[config.mk]
export PLATFORM = sky130hd
export DESIGN_NAME = bcd2bin_seq_flat
export DESIGN_NICKNAME = d
export VERILOG_FILES = /design/src/rtl/bcd_pkg.sv /design/src/rtl/bcd2bin_seq_if.sv /design/src/rtl/bcd2bin_seq_mac10.sv /design/src/rtl/bcd2bin_seq.sv /design/src/flat_wrapper.sv
export SDC_FILE = /design/constraint.sdc
export NUM_CORES = 1
export LEC_CHECK = 0
export CAP_MARGIN = 5
export CORE_UTILIZATION = 48
export DETAILED_ROUTE_END_ITERATION = 10
export PLACE_DENSITY_LB_ADDON = 0.08
export SLEW_MARGIN = 5
export SYNTH_ARGS = -nofsm -noshare
export SYNTH_HDL_FRONTEND = slang
export SYNTH_HIERARCHICAL = 1
export SYNTH_SLANG_ARGS = --single-unit
[constraint.sdc]
create_clock -name clk -period 2.67 [get_ports clk]
set_input_delay 0.534 -clock clk [delete_from_list [all_inputs] [get_ports clk]]
set_output_delay 0.534 -clock clk [all_outputs]
set_load 0.03 [all_outputs]
[src/rtl/bcd_pkg.sv]
// Shared BCD codec definitions: sign nibble codes and converter state encoding.
package bcd_pkg;

  localparam logic [3:0] SGN_MINUS = 4'hA;
  localparam logic [3:0] SGN_BLANK = 4'hF;

  typedef enum logic [1:0] {
    IDLE = 2'd0,
    CONV = 2'd1,
    FIN  = 2'd2
  } bcd_state_e;

endpackage

[src/rtl/bcd2bin_seq_if.sv]
// Request/result bundle for the sequential BCD-to-binary converter.
interface bcd2bin_seq_if #(
  parameter int width  = 6,
  parameter int digits = 2
);
  logic                  start;
  logic [4*digits-1:0]   bcd;
  logic [3:0]            bcd_sgn;
  logic                  busy;
  logic                  done;
  logic [width-1:0]      bin;
  logic                  ovf;
  logic                  bad_digit;

  modport master (output start, bcd, bcd_sgn,
                  input  busy, done, bin, ovf, bad_digit);
  modport slave  (input  start, bcd, bcd_sgn,
                  output busy, done, bin, ovf, bad_digit);
endinterface

[src/rtl/bcd2bin_seq_mac10.sv]
// One decimal step: acc*10 + digit built from shifts, plus a non-decimal digit flag.
module bcd_mac10 #(
  parameter int AW = 8
) (
  input  logic [AW-1:0] acc_i,
  input  logic [3:0]    digit_i,
  output logic [AW-1:0] sum_o,
  output logic          bad_o
);

  assign sum_o = (acc_i << 3) + (acc_i << 1) + AW'(digit_i);
  assign bad_o = (digit_i > 4'd9);

endmodule

[src/rtl/bcd2bin_seq.sv]
// Sign-magnitude BCD to two's-complement converter, one digit per clock, MSD first.
//   state | meaning
//   IDLE  | waiting for start; last result held
//   CONV  | accumulating one digit per edge
//   FIN   | range check, register result, pulse done
module bcd2bin_seq
  import bcd_pkg::*;
#(
  parameter int width  = 6,
  parameter int digits = 2
) (
  input logic          clk,
  input logic          rst,
  bcd2bin_seq_if.slave bus
);

  localparam int AW   = 4 * digits;
  localparam int IDXW = (digits > 1) ? $clog2(digits) : 1;
  localparam int CW   = ((AW > width) ? AW : width) + 1;
  localparam logic [CW-1:0]    LIM     = CW'(1) << (width - 1);
  localparam logic [width-1:0] BIN_MIN = {1'b1, {(width-1){1'b0}}};
  localparam logic [width-1:0] BIN_MAX = ~BIN_MIN;

  bcd_state_e       state_q;
  logic [AW-1:0]    acc_q;
  logic [IDXW-1:0]  idx_q;
  logic [AW-1:0]    bcd_q;
  logic             minus_q;
  logic             bad_acc_q;
  logic             busy_q;
  logic             done_q;
  logic [width-1:0] bin_q;
  logic             ovf_q;
  logic             bad_q;

  logic [AW-1:0]    mac_sum;
  logic             mac_bad;
  logic [CW-1:0]    mag_ext;
  logic             over;
  logic [width-1:0] bin_d;
  logic             ovf_d;

  bcd_mac10 #(.AW(AW)) u_mac (
    .acc_i   (acc_q),
    .digit_i (bcd_q[{idx_q, 2'b00} +: 4]),
    .sum_o   (mac_sum),
    .bad_o   (mac_bad)
  );

  // Minus side reaches one further than plus: -2^(width-1) is representable.
  always_comb begin
    mag_ext = CW'(acc_q);
    over    = minus_q ? (mag_ext > LIM) : (mag_ext >= LIM);
    bin_d   = '0;
    ovf_d   = 1'b0;
    if (!bad_acc_q) begin
      ovf_d = over;
      if (over)         bin_d = minus_q ? BIN_MIN : BIN_MAX;
      else if (minus_q) bin_d = -mag_ext[width-1:0];
      else              bin_d = mag_ext[width-1:0];
    end
  end

  always_ff @(posedge clk) begin
    if (rst) begin
      state_q   <= IDLE;
      acc_q     <= '0;
      idx_q     <= '0;
      bcd_q     <= '0;
      minus_q   <= 1'b0;
      bad_acc_q <= 1'b0;
      busy_q    <= 1'b0;
      done_q    <= 1'b0;
      bin_q     <= '0;
      ovf_q     <= 1'b0;
      bad_q     <= 1'b0;
    end else begin
      done_q <= 1'b0;
      unique case (state_q)
        IDLE: begin
          if (bus.start) begin
            bcd_q     <= bus.bcd;
            minus_q   <= (bus.bcd_sgn == SGN_MINUS);
            acc_q     <= '0;
            idx_q     <= IDXW'(digits - 1);
            bad_acc_q <= 1'b0;
            busy_q    <= 1'b1;
            state_q   <= CONV;
          end
        end
        CONV: begin
          acc_q     <= mac_sum;
          bad_acc_q <= bad_acc_q | mac_bad;
          if (idx_q == '0) state_q <= FIN;
          else             idx_q   <= idx_q - 1'b1;
        end
        FIN: begin
          bin_q   <= bin_d;
          ovf_q   <= ovf_d;
          bad_q   <= bad_acc_q;
          done_q  <= 1'b1;
          busy_q  <= 1'b0;
          state_q <= IDLE;
        end
        default: state_q <= IDLE;
      endcase
    end
  end

  assign bus.busy      = busy_q;
  assign bus.done      = done_q;
  assign bus.bin       = bin_q;
  assign bus.ovf       = ovf_q;
  assign bus.bad_digit = bad_q;

endmodule

[src/flat_wrapper.sv]
// flat-port wrapper written by rule: the top's interface ports become plain ports
module bcd2bin_seq_flat import bcd_pkg::*;
#(
  parameter int width  = 6,
  parameter int digits = 2
)
  (clk, rst, bus_start, bus_bcd, bus_bcd_sgn, bus_busy, bus_done, bus_bin, bus_ovf, bus_bad_digit);
  bcd2bin_seq_if #(.width(width), .digits(digits)) bus_i ();
  input logic clk;
  input logic rst;
  input wire logic [$bits(bus_i.start)-1:0] bus_start;
  input wire logic [$bits(bus_i.bcd)-1:0] bus_bcd;
  input wire logic [$bits(bus_i.bcd_sgn)-1:0] bus_bcd_sgn;
  output wire logic [$bits(bus_i.busy)-1:0] bus_busy;
  output wire logic [$bits(bus_i.done)-1:0] bus_done;
  output wire logic [$bits(bus_i.bin)-1:0] bus_bin;
  output wire logic [$bits(bus_i.ovf)-1:0] bus_ovf;
  output wire logic [$bits(bus_i.bad_digit)-1:0] bus_bad_digit;
  assign bus_i.start = bus_start;
  assign bus_i.bcd = bus_bcd;
  assign bus_i.bcd_sgn = bus_bcd_sgn;
  assign bus_busy = bus_i.busy;
  assign bus_done = bus_i.done;
  assign bus_bin = bus_i.bin;
  assign bus_ovf = bus_i.ovf;
  assign bus_bad_digit = bus_i.bad_digit;
  bcd2bin_seq #(.width(width), .digits(digits)) u_core (.clk(clk), .rst(rst), .bus(bus_i));
endmodule
After elaboration in Yosys (flattened, before gate mapping)
Index checks and enable logic that the tools add are counted.

cells by class
  multiplexer cells = 18
  div/mod/pow operators = 0
  reductions and logical operators = 7
  bitwise operators = 1
  equal/unequal tests = 5
  $add $sub $neg = 4
  order comparisons = 3
  multipliers = 0
  shift-type cells = 1

operator list
  cell                   count
  $mux W6                4
  $pmux W8 S2            1
  $add A8 B4 Y8          1
  $add A8 B8 Y8          1
  $ge A8 B6 Y1 const B   1
  $gt A8 B6 Y1 const B   1
  $mux W8                1
  $reduce_and A2 Y1      4
  $shiftx A8 B4 Y4       1
  $mux W1                6
  $neg A6 Y6             1
  $pmux W1 S2            3
  $eq A4 B4 Y1 const B   1
  $gt A4 B4 Y1 const B   1
  $mux W2                2
  $ne A2 B2 Y1 const B   2
  $pmux W2 S2            1
  $reduce_bool A2 Y1     2
  $eq A2 B1 Y1 const B   1
  $eq A2 B2 Y1 const B   1
  $logic_not A2 Y1       1
  $or A1 B1 Y1           1
  $sub A1 B1 Y1 const B  1

storage, ports and cells
  output and inout port bits = 10
  ROM bits = 0
  memories = 0
  RAM bits = 0
  latch bits = 0
  bits of input ports = 15
  logic and storage cells = 50
  register bits = 31

Longest topological paths before layout
Gate-level depths: netlist of run 1.

  depth in word-level cells = 4
  mapped depth = 12
  depth with buffers taken out = 11

By module
The synthesis of run 1 kept the hierarchy.

by module, submodules not included
  module       instances  area each (um^2)  cells each  seq. area each (um^2)
  bcd2bin_seq  1          1331.3            142         620.6
  bcd_mac10    1          311.5             34          0.0

Least setup slack after synthesis of run 1
Ideal clock, no wire load.

  path kind = register to register
  start point = reg u_core.idx_q
  end point = reg u_core.acc_q[7]
  path slack = 0.143 ns
  clock period less this slack = 2.527 ns
  data arrival time = 2.400 ns
  library setup time = 0.128 ns
  path buffers = 1
  data required time = 2.542 ns
  cell stages (with the launch flop) = 13
  cells stage by stage = dfxtp_1 clkbuf_1 mux2_2 inv_1 fa_1 inv_1 ha_1 a211oi_2 o21bai_1 a21oi_2 xnor2_1 a22oi_1 nor2_1

between the ends
  longest elaborated chain between the ends = 3

ends and longest elaborated chain
  element                 RTL line                 source
  from (decl)             bcd2bin_seq.sv:26        logic [IDXW-1:0] idx_q;
  from (signal assigned)  bcd2bin_seq.sv:85        idx_q <= IDXW'(digits - 1);
  from (signal assigned)  bcd2bin_seq.sv:95        else idx_q <= idx_q - 1'b1;
  $shiftx A8 B4 Y4        bcd2bin_seq.sv:45        .digit_i (bcd_q[{idx_q, 2'b00} +: 4]),
  $add A8 B4 Y8           bcd2bin_seq_mac10.sv:11  assign sum_o = (acc_i << 3) + (acc_i << 1) + AW'(digit_i);
  via u_core.mac_sum[7]   bcd2bin_seq.sv:36        logic [AW-1:0] mac_sum;
  $pmux W8 S2             bcd2bin_seq.sv:79        unique case (state_q)
  to (signal assigned)    bcd2bin_seq.sv:92        acc_q <= mac_sum;
  to (decl)               bcd2bin_seq.sv:25        logic [AW-1:0] acc_q;

The timed path passes the listed nets, and every way through them passes these cells.
A chain may end at the register's enable or synchronous reset.

Final worst setup path of run 1
Same ends and word-level chain as after synthesis.

==> metrics.md, run 1 <==
| Metric | Value |
|---|---|
| Die ar. | `3660 um^2` |
| Skew final | `0.0129 ns` |
| DRC Markers | `0` |
| Largest net degree at the start of global routing | `22` |
| Global Route Usage Sum | `about a fifth` |
| Final core area utilization | `62.5%` |
| Async S/R FF share, synth | `0%` |
| Wire per inst | `13.6 um` |
| CTS root buf | `clkbuf_4` |
| Clk buf depth | `2` |
| Peak Freq | `0.405 GHz` |
| Final wirelength | `3330 um` |
| Total grt overflow | `0` |
| Initial antenna violation count | `0` |
| Outcome | `completed` |
| Via Count | `around 1,400` |
| # fillers | `292` |
| Hold_buf cts | `0` |
| Diodes inserted | `0` |
| Pins Over Slew Limit | `0` |
| Detailed placement HPWL | `2470 um` |
| First-pass GRT wire length | `between 5000 and 6000 um` |
| TNS Setup | `0 ns` |
| Syn_nets | `between 200 and 250` |
| Clock Latency Late Sink | `0.34 ns` |
| Port Buffers | `24` |
| Critical path type | `reg2reg` |
| Worst IR Drop VDD | `0.000206 V` |
| CP bufs+invs | `2` |
| Critical Path Max Stage Delay | `0.43 ns` |
| Dominant synthesized flop cell | `dfxtp_1` |
| Die width | `60.5 um` |
| CTS clock-pin slew for the worst setup and hold paths | `approximately 0.09 ns` |
| Final-stage net count | `228` |
| Initial core utilization | `52.1%` |
| Initial DRC Count | `35` |
| RSZ-0062 raised after global routing | `no` |
| Clock sink count | `31` |
| Critical path peak fanout | `7` |
| Mean Syn Cell Area | `9.33 um^2` |
| Initial DRT Pass Iterations | `4` |
| Post-Synthesis Cells | `between 150 and 200` |
| Final setup violation count | `0` |
| Slew @ Worst Pin | `0.680 ns` |
| Highest-delay cell along the critical path | `fa_1` |
| CP arrival | `~2.7 ns` |
| Crit. End Element | `flip-flop` |
| Period utilization | `92.5%` |
| CTS tree | `built` |
| Hold WC Path Type | `reg2reg` |
| EDFF count, synth | `0` |
| GPL Wtd Cong | `0.852` |
| DR vias/cell | `between 5 and 6` |
| Leak | `0.000826 uW` |
| # IOs | `25` |
| Die Ht | `60.5 um` |
| Routed Antenna Nets | `0` |
| H-tree Lvls | `2` |
| Num rows | `20` |
| #FFs+latches synth | `31` |
| Cell family with most CP delay | `adder cells` |
| Worst Setup Start Kind | `flip-flop` |
| Register area share after synthesis | `a little under two fifths` |
| Post-synth cell types | `41` |
| Vias in the first global route | `1,281` |
| Worst relative slew slack | `54.6%` |
| Synth warn | `6` |
| PD cells | `449 nW/um^2` |
| Num CTS Buffers | `5` |
| Synthesized area | `1640 um^2` |
| Fin crit period | `2.47 ns` |
| Share of cells above drive strength 1 | `a little over a tenth` |
| Core area | `around 3200 um^2` |
| Req. time, crit path | `approximately 2.9 ns` |
| Synth-to-layout area growth | `20.0%` |
| Final Hold Fails | `0` |
| Max_cap viols | `0` |
| Cell Chain, Critical Path | `mux2_2, inv_1, fa_1, inv_2, ha_1, a211oi_2, o21bai_1, a21oi_2, xnor2_1, a22oi_1, nor2_1` |
## state kept, by name (all words and copies together) (netlist names)
register,cells
u_core/acc_q,8
u_core/bad_acc_q,1
u_core/bcd_q,8
u_core/bus.bad_digit,1
u_core/bus.bin,6
u_core/bus.busy,1
u_core/bus.done,1
u_core/bus.ovf,1
u_core/idx_q,1
u_core/minus_q,1
u_core/state_q,2
## worst min-delay path, delay by kind of cell, from the launching register on
family	cells	cell delay (ns)
AND/OR/NAND/NOR	1	0.05
AO/OA/AOI/OAI	1	0.05
flip-flops	1	0.33
## area by class of cell
cell class / instances / area, um^2 / share of cell area [%]
clock inverters: 1 / 5.00 / 0.254
repair buffers: 27 / 263 / 13.3
clock buffers: 7 / 45.0 / 2.29
multi-input cells: 126 / 945 / 47.9
flip-flops and latches: 31 / 624 / 31.7
inverters: 9 / 33.8 / 1.71
well taps: 44 / 55.1 / 2.79
## worst paths after layout
check               endpoint  cells after the start  slack, ns            from
min reg2reg   u_core/bus.ovf                      2       0.46  u_core/bus.ovf
max          u_core/acc_q[7]                     11       0.20    u_core/idx_q
min           u_core/bus.ovf                      2       0.46  u_core/bus.ovf
max reg2reg  u_core/acc_q[7]                     11       0.20    u_core/idx_q
## repair_timing
item                                    in CTS  in global routing
setup buffers                                0                  0
resized for setup                            0                  3
endpoints found under the setup margin       0                  3
## metrics by stage
stage	hold slack (ns)	setup slack, ns	power (uW)	area [um^2]	cells
finish	0.460	0.201	884	1970	245
global route	0.502	0.0249	933	1970	245
CTS	0.469	0.0590	895	1970	245
detailed placement	0.448	0.0732	631	1920	237
global placement	0.437	0.175	626	1920	237
floorplan	0.454	0.143	588	1640	176
## where the power goes
group / internal, uW / total, uW / switching, uW / leakage, uW
registers: 478 / 494 / 15.7 / 0.000253
clock network: 102 / 262 / 160 / 0.0000293
logic: 64.9 / 128 / 63.3 / 0.000544
total: 645 / 884 / 239 / 0.000826
## cells by family after synthesis
| logic type | Yosys count | synth area share [%] |
|---|---|---|
| mux | 15 | 9.44 |
| fa+ha+maj | 13 | 10.8 |
| flops | 31 | 37.8 |
| xor+xnor | 7 | 3.73 |
| compound gates | 38 | 17.2 |
| buf+inv | 19 | 4.72 |
| simple gates | 53 | 16.3 |
## synth_stat cells (all sizes together) (2+ instances only)
| library cell | n | area share, % |
|---|---|---|
| a21oi | 7 | 2.4 |
| nand2b | 3 | 1.1 |
| nor3b | 2 | 0.91 |
| xor2 | 2 | 1.1 |
| ha | 11 | 8.4 |
| buf | 3 | 1.1 |
| mux2 | 4 | 2.7 |
| dfxtp | 31 | 38 |
| a22o | 3 | 1.6 |
| nor3 | 3 | 0.91 |
| nor2 | 26 | 6.4 |
| clkbuf | 7 | 1.6 |
| a21o | 2 | 0.99 |
| xnor2 | 5 | 2.7 |
| nand3 | 2 | 0.61 |
| fa | 2 | 2.4 |
| or3 | 2 | 0.76 |
| nor2b | 4 | 1.5 |
| mux2i | 11 | 6.7 |
| nand4 | 2 | 0.76 |
| o21bai | 2 | 0.91 |
| a22oi | 8 | 3.7 |
| inv | 9 | 2.1 |
| a211oi | 2 | 1.2 |
| o21ai | 8 | 2.4 |
| nand2 | 6 | 1.4 |
## cell usage in the layout (no fill, tap or decap), drive strengths merged, types with 3 or more instances in the layout
cell and instances:
mux2 4, dfxtp 31, ha 11, nand2b 3, nor2 26, a22oi 8, nor3 3, xnor2 5
a21oi 7, a22o 3, nand2 6, buf 3, mux2i 11, nor2b 4, clkdlybuf4s50 24, clkbuf 7
o21ai 8, inv 9
## layer usage
layer / GRT usage, % / up-vias / routed length (um) / part of all wire [%]
li1: - / 666 / - / -
met1: 24.4 / 656 / 1530 / 46
met2: 35.3 / 38 / 1600 / 48
met3: 6.61 / 4 / 154 / 4.6
met4: 10.1 / 0 / 48 / 1.4
met5: 0 / - / 0 / 0
Power figures use the tool's default switching activity.
==> inputs of run 2 (changes only) <==
CAP_MARGIN = 20   (was 5)
==> results of run 2 <==
Final layout, timing and power as in run 1 (identical DEF).
